==> src/rtl/instruction_fetch_unit.sv <==
// Instruction fetch stage: owns the PC, drives the instruction-memory read
// handshake, buffers one word under a decode stall and redirects on taken
// branches/jumps. A redirect that arrives while an access is still
// outstanding is parked in r_tgt until that access completes and is dropped.
`timescale 1ns/1ps
module instruction_fetch_unit #(
    parameter logic [31:0] RESET_VECTOR = 32'h0000_0000,
    parameter logic [31:0] NOP_INSTR    = 32'h0000_0013
) (
    input  logic        CLK,
    input  logic        RESET,
    input  logic        STALL,
    input  logic        PC_SRC_SEL,
    input  logic [31:0] BRANCH_TARGET,
    input  logic [31:0] IMEM_READDATA,
    input  logic        IMEM_BUSYWAIT,
    output logic        IMEM_READ,
    output logic [31:0] IMEM_ADDR,
    output logic [31:0] IF_ID_PC,
    output logic [31:0] IF_ID_PC4,
    output logic [31:0] IF_ID_INSTRUCTION,
    output logic        IF_ID_VALID
);

    typedef enum logic {
        S_FETCH   = 1'b0,
        S_DISCARD = 1'b1
    } state_t;

    state_t      r_state;
    logic [31:0] r_pc;
    logic [31:0] r_tgt;
    logic        r_hold_valid;
    logic [31:0] r_hold_pc;
    logic [31:0] r_hold_instr;
    logic [31:0] r_ifid_pc;
    logic [31:0] r_ifid_pc4;
    logic [31:0] r_ifid_instr;
    logic        r_ifid_valid;

    state_t      w_state_nxt;
    logic [31:0] w_pc_nxt;
    logic [31:0] w_tgt_nxt;
    logic        w_hold_valid_nxt;
    logic [31:0] w_hold_pc_nxt;
    logic [31:0] w_hold_instr_nxt;
    logic [31:0] w_ifid_pc_nxt;
    logic [31:0] w_ifid_pc4_nxt;
    logic [31:0] w_ifid_instr_nxt;
    logic        w_ifid_valid_nxt;

    logic        w_read;
    logic        w_done;
    logic [31:0] w_pc_plus4;
    logic [31:0] w_hold_pc4;

    // Request whenever nothing is buffered; reset forces the request low at once.
    assign w_read     = RESET & ~r_hold_valid;
    assign w_done     = w_read & ~IMEM_BUSYWAIT;
    assign w_pc_plus4 = r_pc + 32'd4;
    assign w_hold_pc4 = r_hold_pc + 32'd4;

    assign IMEM_READ         = w_read;
    assign IMEM_ADDR         = r_pc;
    assign IF_ID_PC          = r_ifid_pc;
    assign IF_ID_PC4         = r_ifid_pc4;
    assign IF_ID_INSTRUCTION = r_ifid_instr;
    assign IF_ID_VALID       = r_ifid_valid;

    // Next-state and next-register computation; everything holds by default.
    always_comb begin
        w_state_nxt      = r_state;
        w_pc_nxt         = r_pc;
        w_tgt_nxt        = r_tgt;
        w_hold_valid_nxt = r_hold_valid;
        w_hold_pc_nxt    = r_hold_pc;
        w_hold_instr_nxt = r_hold_instr;
        w_ifid_pc_nxt    = r_ifid_pc;
        w_ifid_pc4_nxt   = r_ifid_pc4;
        w_ifid_instr_nxt = r_ifid_instr;
        w_ifid_valid_nxt = r_ifid_valid;

        case (r_state)
            S_FETCH: begin
                if (PC_SRC_SEL) begin
                    // Redirect wins over stall; any word completing now is wrong-path.
                    w_ifid_pc_nxt    = 32'd0;
                    w_ifid_pc4_nxt   = 32'd0;
                    w_ifid_instr_nxt = NOP_INSTR;
                    w_ifid_valid_nxt = 1'b0;
                    w_hold_valid_nxt = 1'b0;
                    if (w_read && IMEM_BUSYWAIT) begin
                        // Address must stay put until the outstanding access finishes.
                        w_tgt_nxt   = BRANCH_TARGET;
                        w_state_nxt = S_DISCARD;
                    end else begin
                        w_pc_nxt = BRANCH_TARGET;
                    end
                end else if (STALL) begin
                    if (w_done) begin
                        w_hold_pc_nxt    = r_pc;
                        w_hold_instr_nxt = IMEM_READDATA;
                        w_hold_valid_nxt = 1'b1;
                        w_pc_nxt         = w_pc_plus4;
                    end
                end else if (r_hold_valid) begin
                    w_ifid_pc_nxt    = r_hold_pc;
                    w_ifid_pc4_nxt   = w_hold_pc4;
                    w_ifid_instr_nxt = r_hold_instr;
                    w_ifid_valid_nxt = 1'b1;
                    w_hold_valid_nxt = 1'b0;
                end else if (w_done) begin
                    w_ifid_pc_nxt    = r_pc;
                    w_ifid_pc4_nxt   = w_pc_plus4;
                    w_ifid_instr_nxt = IMEM_READDATA;
                    w_ifid_valid_nxt = 1'b1;
                    w_pc_nxt         = w_pc_plus4;
                end else begin
                    w_ifid_pc_nxt    = 32'd0;
                    w_ifid_pc4_nxt   = 32'd0;
                    w_ifid_instr_nxt = NOP_INSTR;
                    w_ifid_valid_nxt = 1'b0;
                end
            end
            S_DISCARD: begin
                if (!STALL) begin
                    w_ifid_pc_nxt    = 32'd0;
                    w_ifid_pc4_nxt   = 32'd0;
                    w_ifid_instr_nxt = NOP_INSTR;
                    w_ifid_valid_nxt = 1'b0;
                end
                if (PC_SRC_SEL) begin
                    w_tgt_nxt = BRANCH_TARGET;
                end
                if (w_done) begin
                    w_pc_nxt    = PC_SRC_SEL ? BRANCH_TARGET : r_tgt;
                    w_state_nxt = S_FETCH;
                end
            end
            default: begin
                w_state_nxt = S_FETCH;
            end
        endcase
    end

    // State, PC and IF/ID register with asynchronous active-low reset.
    always_ff @(posedge CLK or negedge RESET) begin
        if (!RESET) begin
            r_state      <= S_FETCH;
            r_pc         <= RESET_VECTOR;
            r_hold_valid <= 1'b0;
            r_ifid_pc    <= 32'd0;
            r_ifid_pc4   <= 32'd0;
            r_ifid_instr <= NOP_INSTR;
            r_ifid_valid <= 1'b0;
        end else begin
            r_state      <= w_state_nxt;
            r_pc         <= w_pc_nxt;
            r_hold_valid <= w_hold_valid_nxt;
            r_ifid_pc    <= w_ifid_pc_nxt;
            r_ifid_pc4   <= w_ifid_pc4_nxt;
            r_ifid_instr <= w_ifid_instr_nxt;
            r_ifid_valid <= w_ifid_valid_nxt;
        end
    end

    // Payload registers; only meaningful while their qualifying flag/state is set.
    always_ff @(posedge CLK) begin
        r_tgt        <= w_tgt_nxt;
        r_hold_pc    <= w_hold_pc_nxt;
        r_hold_instr <= w_hold_instr_nxt;
    end

endmodule

==> config.mk <==
export PLATFORM = sky130hd
export DESIGN_NAME = instruction_fetch_unit
export DESIGN_NICKNAME = d
export VERILOG_FILES = /design/src/rtl/instruction_fetch_unit.sv
export SDC_FILE = /design/constraint.sdc
export NUM_CORES = 1
export LEC_CHECK = 0
export CELL_PAD_IN_SITES_DETAIL_PLACEMENT = 1
export CELL_PAD_IN_SITES_GLOBAL_PLACEMENT = 1
export CORE_ASPECT_RATIO = 1.25
export CORE_MARGIN = 5
export CORE_UTILIZATION = 30
export CTS_BUF_LIST = sky130_fd_sc_hd__clkbuf_8 sky130_fd_sc_hd__clkbuf_16
export DETAILED_ROUTE_END_ITERATION = 16
export PLACE_DENSITY_LB_ADDON = 0.1
export SKIP_LAST_GASP = 1
export SYNTH_ARGS = -nofsm -noshare
export SYNTH_HDL_FRONTEND = slang
export SYNTH_SLANG_ARGS = --single-unit
==> constraint.sdc <==
create_clock -name CLK -period 8.5 [get_ports CLK]
set_input_delay 1.275 -clock CLK [delete_from_list [all_inputs] [get_ports CLK]]
set_output_delay 1.275 -clock CLK [all_outputs]
set_load 0.05 [all_outputs]
==> flow_metrics.py, run 1 <==
metrics = {
    "detailed_routing": {
        "first_pass_iters": 4,
        "routedWlPerCell_um": 22.0,
        "drt-initial-drc-count": 539,
        "route.detailed.drc": 0,
        "final_antenna_net_count": 0,
        "route.vias.total": 8691,
        "totalWireLength_mm": 36.6,
        "drt-vias-per-instance": 5.24,
    },
    "clock_network": {
        "postCtsResizedCells": 0,
        "holdBufCountCts": 0,
        "cts_max_path_buffers": 3,
        "h-tree-depth": 1,
        "clkTransAtPathRegs_ps": 60,
        "cts_made_buffers": 27,
        "post_cts_buffers": 0,
        "insertion_delay_ps": 530,
        "cts_sinks": 225,
        "cts_tree": "built",
        "cts_root_buffer": "clkbuf_16",
    },
    "floorplanning": {
        "rows": 77,
        "coreArea_um2": 35500,
        "die_area_um2": 39900,
        "io_pins": 199,
        "start_util_pct": 30.5,
        "die_x_um": 180,
        "die_h_um": 222,
    },
    "critical_path": {
        "path_max_fanout": 70,
        "critical_path_arrival_ps": 3190,
        "start_kind": "input pin",
        "critPathKind": "input pin to primary output",
        "worstPathRequired_ps": 7220,
        "cp-end-kind": "primary output",
    },
    "synth": {
        "synth_cell_type_count": 66,
        "synth-edff-count": 96,
        "synth_seq_area_share_pct": 56.6,
        "synth_warnings": 0,
        "async_flop_share_pct": 57.3,
        "netlist_area_um2": 10800,
        "netlist_top_cells_count": "nand2_1 (157), dfrtp_1 (126), edfxtp_1 (96)",
        "synthDominantCellAreaShare_pct": 29.2,
        "avgSynthCellArea_um2": 10.7,
        "ys_ff_latch": 225,
        "syn_inst": 1006,
        "synth_most_common_cell": "nand2_1",
        "synthesis.nets": 1077,
        "synthFlopType": "dfrtp_1",
        "synthTopCellsByArea": "dfrtp_1 (29%), edfxtp_1 (27%), nand2_1 (5.5%), o21ai_0 (3.9%), a22oi_1 (3.5%)",
        "synth_top_area_cell": "dfrtp_1",
    },
    "global_routing": {
        "grtUsageMet1_pct": 24.8,
        "antenna_found_initial": 0,
        "met3_usage_pct": 2.49,
        "top_usage_layer": "met2",
        "groute.usage.overall_pct": 17.6,
        "overflow": 0,
        "grt_pass1_vias": 8953,
        "grt_use_met2_pct": 28.8,
        "grt_pass1_wl_mm": 56.6,
        "grt_max_degree": 71,
    },
    "sta": {
        "drv_slew": 0,
        "relSlewSlack_pct": 22.6,
        "tightest_slew_ps": 1160,
        "finalCriticalPeriod_ps": 4470,
        "tns_ps": 0,
        "grt_setup_unrepaired": "false",
        "fmax_mhz": 224,
        "hold_viol": 0,
        "setup_viol": 0,
        "final.setup_skew_ps": 12.3,
        "post-route-period-util_pct": 52.5,
    },
    "power": {
        "power.density_nw_per_um2": 264,
        "leakagePower_nw": 5.25,
        "vdd_drop_max_mv": 0.131,
    },
    "cells_and_area": {
        "multi_input_area_um2": 4360,
        "drive_gt1_share_pct": 8.68,
        "n_antenna_cell": 0,
        "final_core_util_pct": 39.5,
        "area_growth_pct": 29.7,
        "nets": 1237,
        "final_cells": 1660,
        "regArea_um2": 6120,
        "fillers": 3929,
    },
    "worst_hold_path": {
        "worstHoldPathType": "flop to flop",
    },
    "place": {
        "dp_cells": 1611,
        "port_buffers": 198,
        "dp_hpwl_mm": 24.7,
        "gp_congestion": 0.785,
    },
    "outcome": {
        "status": "completed",
    },
    "flow_run": {
        "cap_violations": 0,
    },
}
[power by group]
group          switching, mW  internal [mW]  total [mW]  leakage (nW)
Combinational          0.703          0.372        1.08          2.18
Clock                  0.452          0.622        1.07         0.457
Sequential             0.244           1.30        1.55          2.62
[worst paths after layout]
| kind | cells past startpoint | start | slack [ps] | endpoint |
|---|---|---|---|---|
| setup / recovery | 3 | RESET | 4030 | IMEM_READ |
| hold / removal | 2 | IF_ID_INSTRUCTION[15]$_DFFE_PN0P_ | 460 | IF_ID_INSTRUCTION[15]$_DFFE_PN0P_ |
| setup reg to reg | 6 | IMEM_ADDR[2]$_DFFE_PN0P_ | 5390 | IF_ID_PC4[24]$_DFFE_PN0P_ |
| hold reg to reg | 2 | IF_ID_INSTRUCTION[15]$_DFFE_PN0P_ | 460 | IF_ID_INSTRUCTION[15]$_DFFE_PN0P_ |
| max in group asynchronous | 2 | RESET | 6380 | IF_ID_INSTRUCTION[18]$_DFFE_PN0P_ |
| min in group asynchronous | 1 | RESET | 750 | IF_ID_PC[14]$_DFFE_PN0P_ |
[worst max-delay path, cell delays in order]
cell	delay, ps
buf_6	490
nor2b_1	460
clkdlybuf4s50_1	890
[metrics by stage]
stage                     hold WS, ps  setup slack, ps  area (µm²)  power (mW)
final                             460             4030       14000        3.70
after global routing              485             3850       14000        3.87
after CTS                         468             3990       14000        3.75
after detailed placement          455             4010       13200        2.65
after global placement            448             4060       13200        2.64
after floorplan                   446             4670       10800        2.18
[cell type report]
cell class / instances / area share (%)
multi-input cells: 689 / 31.1
inverters: 10 / 0.268
clock buffers: 33 / 5.41
repair buffers: 213 / 14.9
clock inverters: 16 / 0.455
flip-flops and latches: 225 / 43.6
well taps: 474 / 4.23
[metal layers]
layer,up-vias,wire length (µm)
li1,4068,-
met1,4364,17000
met2,214,17100
met3,45,1610
met4,0,806
met5,-,0
[cells by family (layout without fill, tap and decap cells)]
logic type	Yosys count	in the layout	share of synthesized area, %
DFF	225	225	56.6
xor gates and xnor gates	36	36	2.92
buffers and inverters	92	272	3.39
muxes	65	65	6.39
adders and majority gates	2	2	0.232
and+or+nand+nor	322	322	14.3
AOI/OAI and AO/OA	264	264	16.2
[flip-flops by register name, indices dropped and copies added (netlist names)]
name / cells
IF_ID_INSTRUCTION: 32
IF_ID_PC: 32
IMEM_ADDR: 32
r_hold_instr: 32
r_hold_pc: 32
r_tgt: 32
IF_ID_PC4: 30
IF_ID_VALID: 1
r_hold_valid: 1
r_state: 1
[layout by cell type, fill, tap and decap left out, drive strengths merged, types with 14 or more instances in the layout]
cell / count
dfrtp: 126
o21ai: 85
inv: 23
nor4: 17
a21oi: 36
a22o: 15
buf: 17
nand3: 26
xor2: 14
clkbuf: 33
edfxtp: 96
nor2: 31
mux2: 32
clkdlybuf4s50: 196
nor3: 25
nand2: 157
xnor2: 22
nand4: 19
mux2i: 33
a22oi: 50
(Power assumes the default switching activity.)
==> run 2: changes to the inputs <==
==> constraint.sdc (replaced) <==
create_clock -name CLK -period 4.35 [get_ports CLK]
set_input_delay 0.6525 -clock CLK [delete_from_list [all_inputs] [get_ports CLK]]
set_output_delay 0.6525 -clock CLK [all_outputs]
set_load 0.05 [all_outputs]
==> run 2 against run 1 <==
Compared with the run above:
- die area is the same
- critical path depth shrank 1
- via count shrank 0.82%
- power grew 100%
- flip-flop and latch count is the same
- sequential share of layout area shrank 0.50 points
==> flow_metrics.py, run 2 (synthesis gave the netlist of run 1 again) <==
metrics = {
    "global_routing": {
        "grt_max_degree": 81,
        "grt_pass1_wl_mm": 57.5,
        "groute.usage.overall_pct": 17.9,
        "overflow": 0,
        "antenna_found_initial": 0,
        "grt_pass1_vias": 9149,
    },
    "cells_and_area": {
        "nets": 1240,
        "n_antenna_cell": 0,
        "final_cells": 1663,
        "layout_commonest_cell": "clkdlybuf4s50_1",
        "mostFrequentLayoutCells": "clkdlybuf4s50_1 (196), nand2_1 (157), dfrtp_1 (125)",
        "area_growth_pct": 31.2,
        "fillers": 3897,
        "drive_gt1_share_pct": 9.59,
    },
    "outcome": {
        "status": "completed",
    },
    "clock_network": {
        "cts_tree": "built",
        "clkTransAtPathRegs_ps": 60,
        "cts_sinks": 225,
        "cts_max_path_buffers": 3,
        "cts_root_buffer": "clkbuf_16",
        "h-tree-depth": 1,
        "post_cts_buffers": 0,
        "cts_made_buffers": 26,
        "postCtsResizedCells": 0,
        "holdBufCountCts": 0,
        "insertion_delay_ps": 540,
    },
    "detailed_routing": {
        "route.vias.total": 8620,
        "first_pass_iters": 6,
        "totalWireLength_mm": 36.8,
        "drt-vias-per-instance": 5.18,
        "final_antenna_net_count": 0,
        "routedWlPerCell_um": 22.1,
        "drt-initial-drc-count": 431,
        "route.detailed.drc": 0,
    },
    "critical_path": {
        "critPathKind": "flop to primary output",
        "crit_family": "buffers and inverters",
        "start_kind": "flop",
        "path_max_fanout": 27,
        "crit_buf_inv": 1,
        "path_cells": "nor2b_1 > clkdlybuf4s50_1",
        "cp-end-kind": "primary output",
        "worstPathRequired_ps": 3700,
        "cpMaxStageDelayCell": "clkdlybuf4s50_1",
        "critical_path_arrival_ps": 2610,
        "max_stage_delay_ps": 900,
    },
    "floorplanning": {
        "die_area_um2": 39900,
        "rows": 77,
        "die_x_um": 180,
        "die_h_um": 222,
        "start_util_pct": 30.5,
        "io_pins": 199,
        "coreArea_um2": 35500,
    },
    "sta": {
        "hold_viol": 0,
        "setup_viol": 0,
        "final.setup_skew_ps": 18.9,
        "grt_setup_unrepaired": "false",
        "fmax_mhz": 306,
        "tns_ps": 0,
        "tightest_slew_ps": 1070,
        "relSlewSlack_pct": 28.0,
        "post-route-period-util_pct": 75.0,
        "drv_slew": 0,
        "finalCriticalPeriod_ps": 3260,
    },
    "power": {
        "leakagePower_nw": 5.30,
        "power.density_nw_per_um2": 533,
        "p_sw_share_pct": 37.0,
        "p_clk_share_pct": 31.8,
        "p_switching_mw": 2.79,
        "internal-power_mw": 4.76,
        "vdd_drop_max_mv": 0.286,
        "pwr-share-comb_pct": 28.0,
        "pwr-share-seq_pct": 40.2,
    },
    "place": {
        "dp_hpwl_mm": 26.0,
        "gp_congestion": 0.793,
        "dp_cells": 1615,
        "port_buffers": 198,
    },
    "worst_hold_path": {
        "worstHoldPathType": "input pin to async pin",
    },
    "flow_run": {
        "cap_violations": 0,
    },
}
## run 2: cell types whose count changed in the layout (fill, tap and decap cells not counted), moves of 2 or more
cell | before | now
buf_4 | 15 | 18
bufinv_16 | 0 | 4
clkbuf_16 | 27 | 29
clkbuf_8 | 6 | 3
clkinv_2 | 3 | 6
inv_1 | 23 | 13
## run 2: routing by layer
layer / wire length, µm / vias to the layer above / global-route usage [%]
li1: - / 4075 / -
met1: 17000 / 4292 / 24.7
met2: 17300 / 206 / 29.3
met3: 1550 / 47 / 2.55
met4: 1010 / 0 / 5.51
met5: 0 / - / 0
## run 2: power by group through the flow
stage / registers, mW / clock network, mW / logic (mW)
after detailed placement: 3.08 / 0 / 2.14
final: 3.03 / 2.40 / 2.11
after CTS: 3.04 / 2.47 / 2.15
after global routing: 3.09 / 2.55 / 2.25
after floorplan: 3.42 / 0 / 0.833
after global placement: 3.07 / 0 / 2.13
## run 2: final timing paths
check | startpoint | to | slack [ps] | cells after the start
max | r_hold_valid$_DFFE_PN0P_ | IMEM_READ | 1090 | 2
min | RESET | IF_ID_PC[14]$_DFFE_PN0P_ | 30 | 1
max reg2reg | r_hold_valid$_DFFE_PN0P_ | IF_ID_PC4[29]$_DFFE_PN0P_ | 1380 | 5
min reg2reg | IF_ID_INSTRUCTION[29]$_DFFE_PN0P_ | IF_ID_INSTRUCTION[29]$_DFFE_PN0P_ | 460 | 2
max in group asynchronous | RESET | IMEM_ADDR[31]$_DFFE_PN0P_ | 3270 | 2
min in group CLK | IF_ID_INSTRUCTION[29]$_DFFE_PN0P_ | IF_ID_INSTRUCTION[29]$_DFFE_PN0P_ | 460 | 2
## run 2: cell type report
class	instances	area, µm²	area share [%]
Clock inverter	16	181	1.28
Multi-Input combinational cell	689	4350	30.7
Sequential cell	225	6120	43.1
Inverter	10	37.5	0.265
Tap cell	474	593	4.18
Clock buffer	32	767	5.41
Timing Repair Buffer	217	2130	15.0
## run 2: metrics by stage
stage	worst slack, ps	area (µm²)	hold slack, ps	power [mW]	utilization [%]
floorplan	1140	10800	357	4.26	-
global placement	1280	13200	452	5.19	37.3
detailed placement	1220	13200	455	5.22	37.3
CTS	1040	14200	18.7	7.66	40.0
global route	940	14200	44.1	7.90	40.0
finish	1090	14200	26.6	7.55	40.0
## run 2: worst reg2reg max path: stages (launching register included)
cell,delay (ps)
dfrtp_2,830
inv_1,490
nor3_2,980
buf_12,330
a21oi_1,90
a32oi_1,190
==> run 3: changes to the inputs <==
==> constraint.sdc (replaced) <==
create_clock -name CLK -period 3.2 [get_ports CLK]
set_input_delay 0.48 -clock CLK [delete_from_list [all_inputs] [get_ports CLK]]
set_output_delay 0.48 -clock CLK [all_outputs]
set_load 0.05 [all_outputs]
==> run 3 against run 2 <==
Compared with the run above:
- first-iteration DRC count up 15%
- die area unchanged
- clock skew decreased by 7.6 ps
- global-route usage up 0.40 points
- power rose by 35%
- hold slack improved by 340 ps
- non-clock buffer count grew 29
- combinational power is 46% higher
- wire length is 1.6% higher
- register-to-register slack got worse by 1000 ps
- count of clock-buffer cells in the layout up 1
==> flow_metrics.py, run 3 (synthesis gave the netlist of run 1 again) <==
metrics = {
    "outcome": {
        "status": "completed",
    },
    "sta": {
        "final.setup_skew_ps": 11.3,
        "grt_setup_unrepaired": "false",
        "tns_ps": 0,
        "finalCriticalPeriod_ps": 2850,
        "fmax_mhz": 351,
        "post-route-period-util_pct": 88.9,
        "setup_viol": 0,
        "drv_slew": 0,
        "hold_viol": 0,
        "tightest_slew_ps": 895,
        "relSlewSlack_pct": 39.8,
    },
    "cells_and_area": {
        "final_cells": 1693,
        "n_antenna_cell": 0,
        "mostFrequentLayoutCells": "clkdlybuf4s50_1 (195), nand2_1 (157), dfrtp_1 (125)",
        "nets": 1270,
        "drive_gt1_share_pct": 11.2,
        "area_growth_pct": 33.3,
        "layout_commonest_cell": "clkdlybuf4s50_1",
    },
    "power": {
        "p_sw_share_pct": 37.3,
        "power.density_nw_per_um2": 705,
        "internal-power_mw": 6.36,
        "p_clk_share_pct": 30.1,
        "pwr-share-comb_pct": 30.3,
        "leakagePower_nw": 5.46,
        "pwr-share-seq_pct": 39.6,
        "vdd_drop_max_mv": 0.360,
        "p_switching_mw": 3.79,
    },
    "critical_path": {
        "rr_worst_depth": 6,
        "crit_family": "simple AND/OR/NAND/NOR gates",
        "crit_start": "IMEM_ADDR[2]$_DFFE_PN0P_",
        "path_max_fanout": 13,
        "path_cells": "ha_1 > nand4_1 > or4_1 > or3_1 > a21o_1 > a22o_1",
        "r2r_setup_slack_ps": 350,
        "worstPathRequired_ps": 3630,
        "cp-end-kind": "flop",
        "start_kind": "flop",
        "critPathKind": "flop to flop",
        "max_stage_delay_ps": 860,
        "cpMaxStageDelayCell": "or4_1",
        "r2r-start": "IMEM_ADDR[2]$_DFFE_PN0P_",
        "reg2reg_to": "IMEM_ADDR[26]$_DFFE_PN0P_",
        "cp_num_cells": 6,
        "crit_buf_inv": 0,
        "critical_path_arrival_ps": 3280,
    },
    "detailed_routing": {
        "routedWlPerCell_um": 22.1,
        "route.detailed.drc": 0,
        "route.vias.total": 8772,
        "drt-vias-per-instance": 5.18,
        "totalWireLength_mm": 37.4,
        "drt-initial-drc-count": 494,
        "first_pass_iters": 4,
        "final_antenna_net_count": 0,
    },
    "floorplanning": {
        "coreArea_um2": 35500,
        "start_util_pct": 30.5,
        "die_x_um": 180,
        "die_h_um": 222,
        "rows": 77,
        "die_area_um2": 39900,
        "io_pins": 199,
    },
    "clock_network": {
        "cts_max_path_buffers": 3,
        "cts_tree": "built",
        "cts_sinks": 225,
        "post_cts_buffers": 0,
        "cts_root_buffer": "clkbuf_16",
        "cts_made_buffers": 27,
        "insertion_delay_ps": 540,
        "postCtsResizedCells": 0,
        "clkTransAtPathRegs_ps": 60,
        "holdBufCountCts": 1,
        "h-tree-depth": 1,
    },
    "global_routing": {
        "grt_pass1_vias": 9128,
        "grt_max_degree": 113,
        "antenna_found_initial": 0,
        "grt_pass1_wl_mm": 58.2,
        "groute.usage.overall_pct": 18.3,
        "overflow": 0,
    },
    "place": {
        "dp_hpwl_mm": 26.4,
        "gp_congestion": 0.787,
        "port_buffers": 198,
        "dp_cells": 1643,
    },
    "flow_run": {
        "cap_violations": 0,
    },
    "worst_hold_path": {
        "worstHoldPathType": "input pin to async pin",
    },
}
==> run 3: power by group through the flow <==
stage                     clock network (mW)  registers [mW]  logic, mW
after floorplan                            0            4.66       1.13
after global placement                     0            4.07       3.09
after detailed placement                   0            4.09       3.11
after CTS                               3.16            4.03       3.12
after global routing                    3.29            4.10       3.28
final                                   3.05            4.03       3.08
==> run 3: worst max-delay path by stage <==
stage,end
floorplan,r_hold_instr[0]$_DFFE_PP_
global placement,IF_ID_PC4[22]$_DFFE_PN0P_
detailed placement,IF_ID_PC4[22]$_DFFE_PN0P_
CTS,IF_ID_PC4[22]$_DFFE_PN0P_
global route,IF_ID_PC4[22]$_DFFE_PN0P_
finish,IMEM_ADDR[26]$_DFFE_PN0P_
==> run 3: layout make-up <==
| class | count | area (µm²) |
|---|---|---|
| clock buffers | 33 | 758 |
| repair buffers | 246 | 2440 |
| well taps | 474 | 593 |
| clock inverters | 16 | 116 |
| inverters | 10 | 37.5 |
| fillers | 3909 | 21000 |
| multi-input cells | 689 | 4350 |
| flip-flops and latches | 225 | 6120 |
==> run 3: layer usage <==
metal	GRT usage, %	vias up	wire (µm)
met5	0	-	0
met1	25.2	4383	17300
li1	-	4146	-
met4	4.70	0	822
met3	2.96	37	1670
met2	30.2	206	17700
==> run 3: metrics by stage <==
| stage | util, % | worst slack (ps) | hold WS [ps] | instance area (µm²) | total power, mW |
|---|---|---|---|---|---|
| global placement | 38.1 | 390 | 366 | 13500 | 7.16 |
| global route | 40.6 | 122 | 375 | 14400 | 10.7 |
| floorplan | - | 164 | 184 | 10800 | 5.79 |
| CTS | 40.6 | 326 | 346 | 14400 | 10.3 |
| detailed placement | 38.1 | 340 | 365 | 13500 | 7.20 |
| finish | 40.6 | 354 | 368 | 14400 | 10.2 |
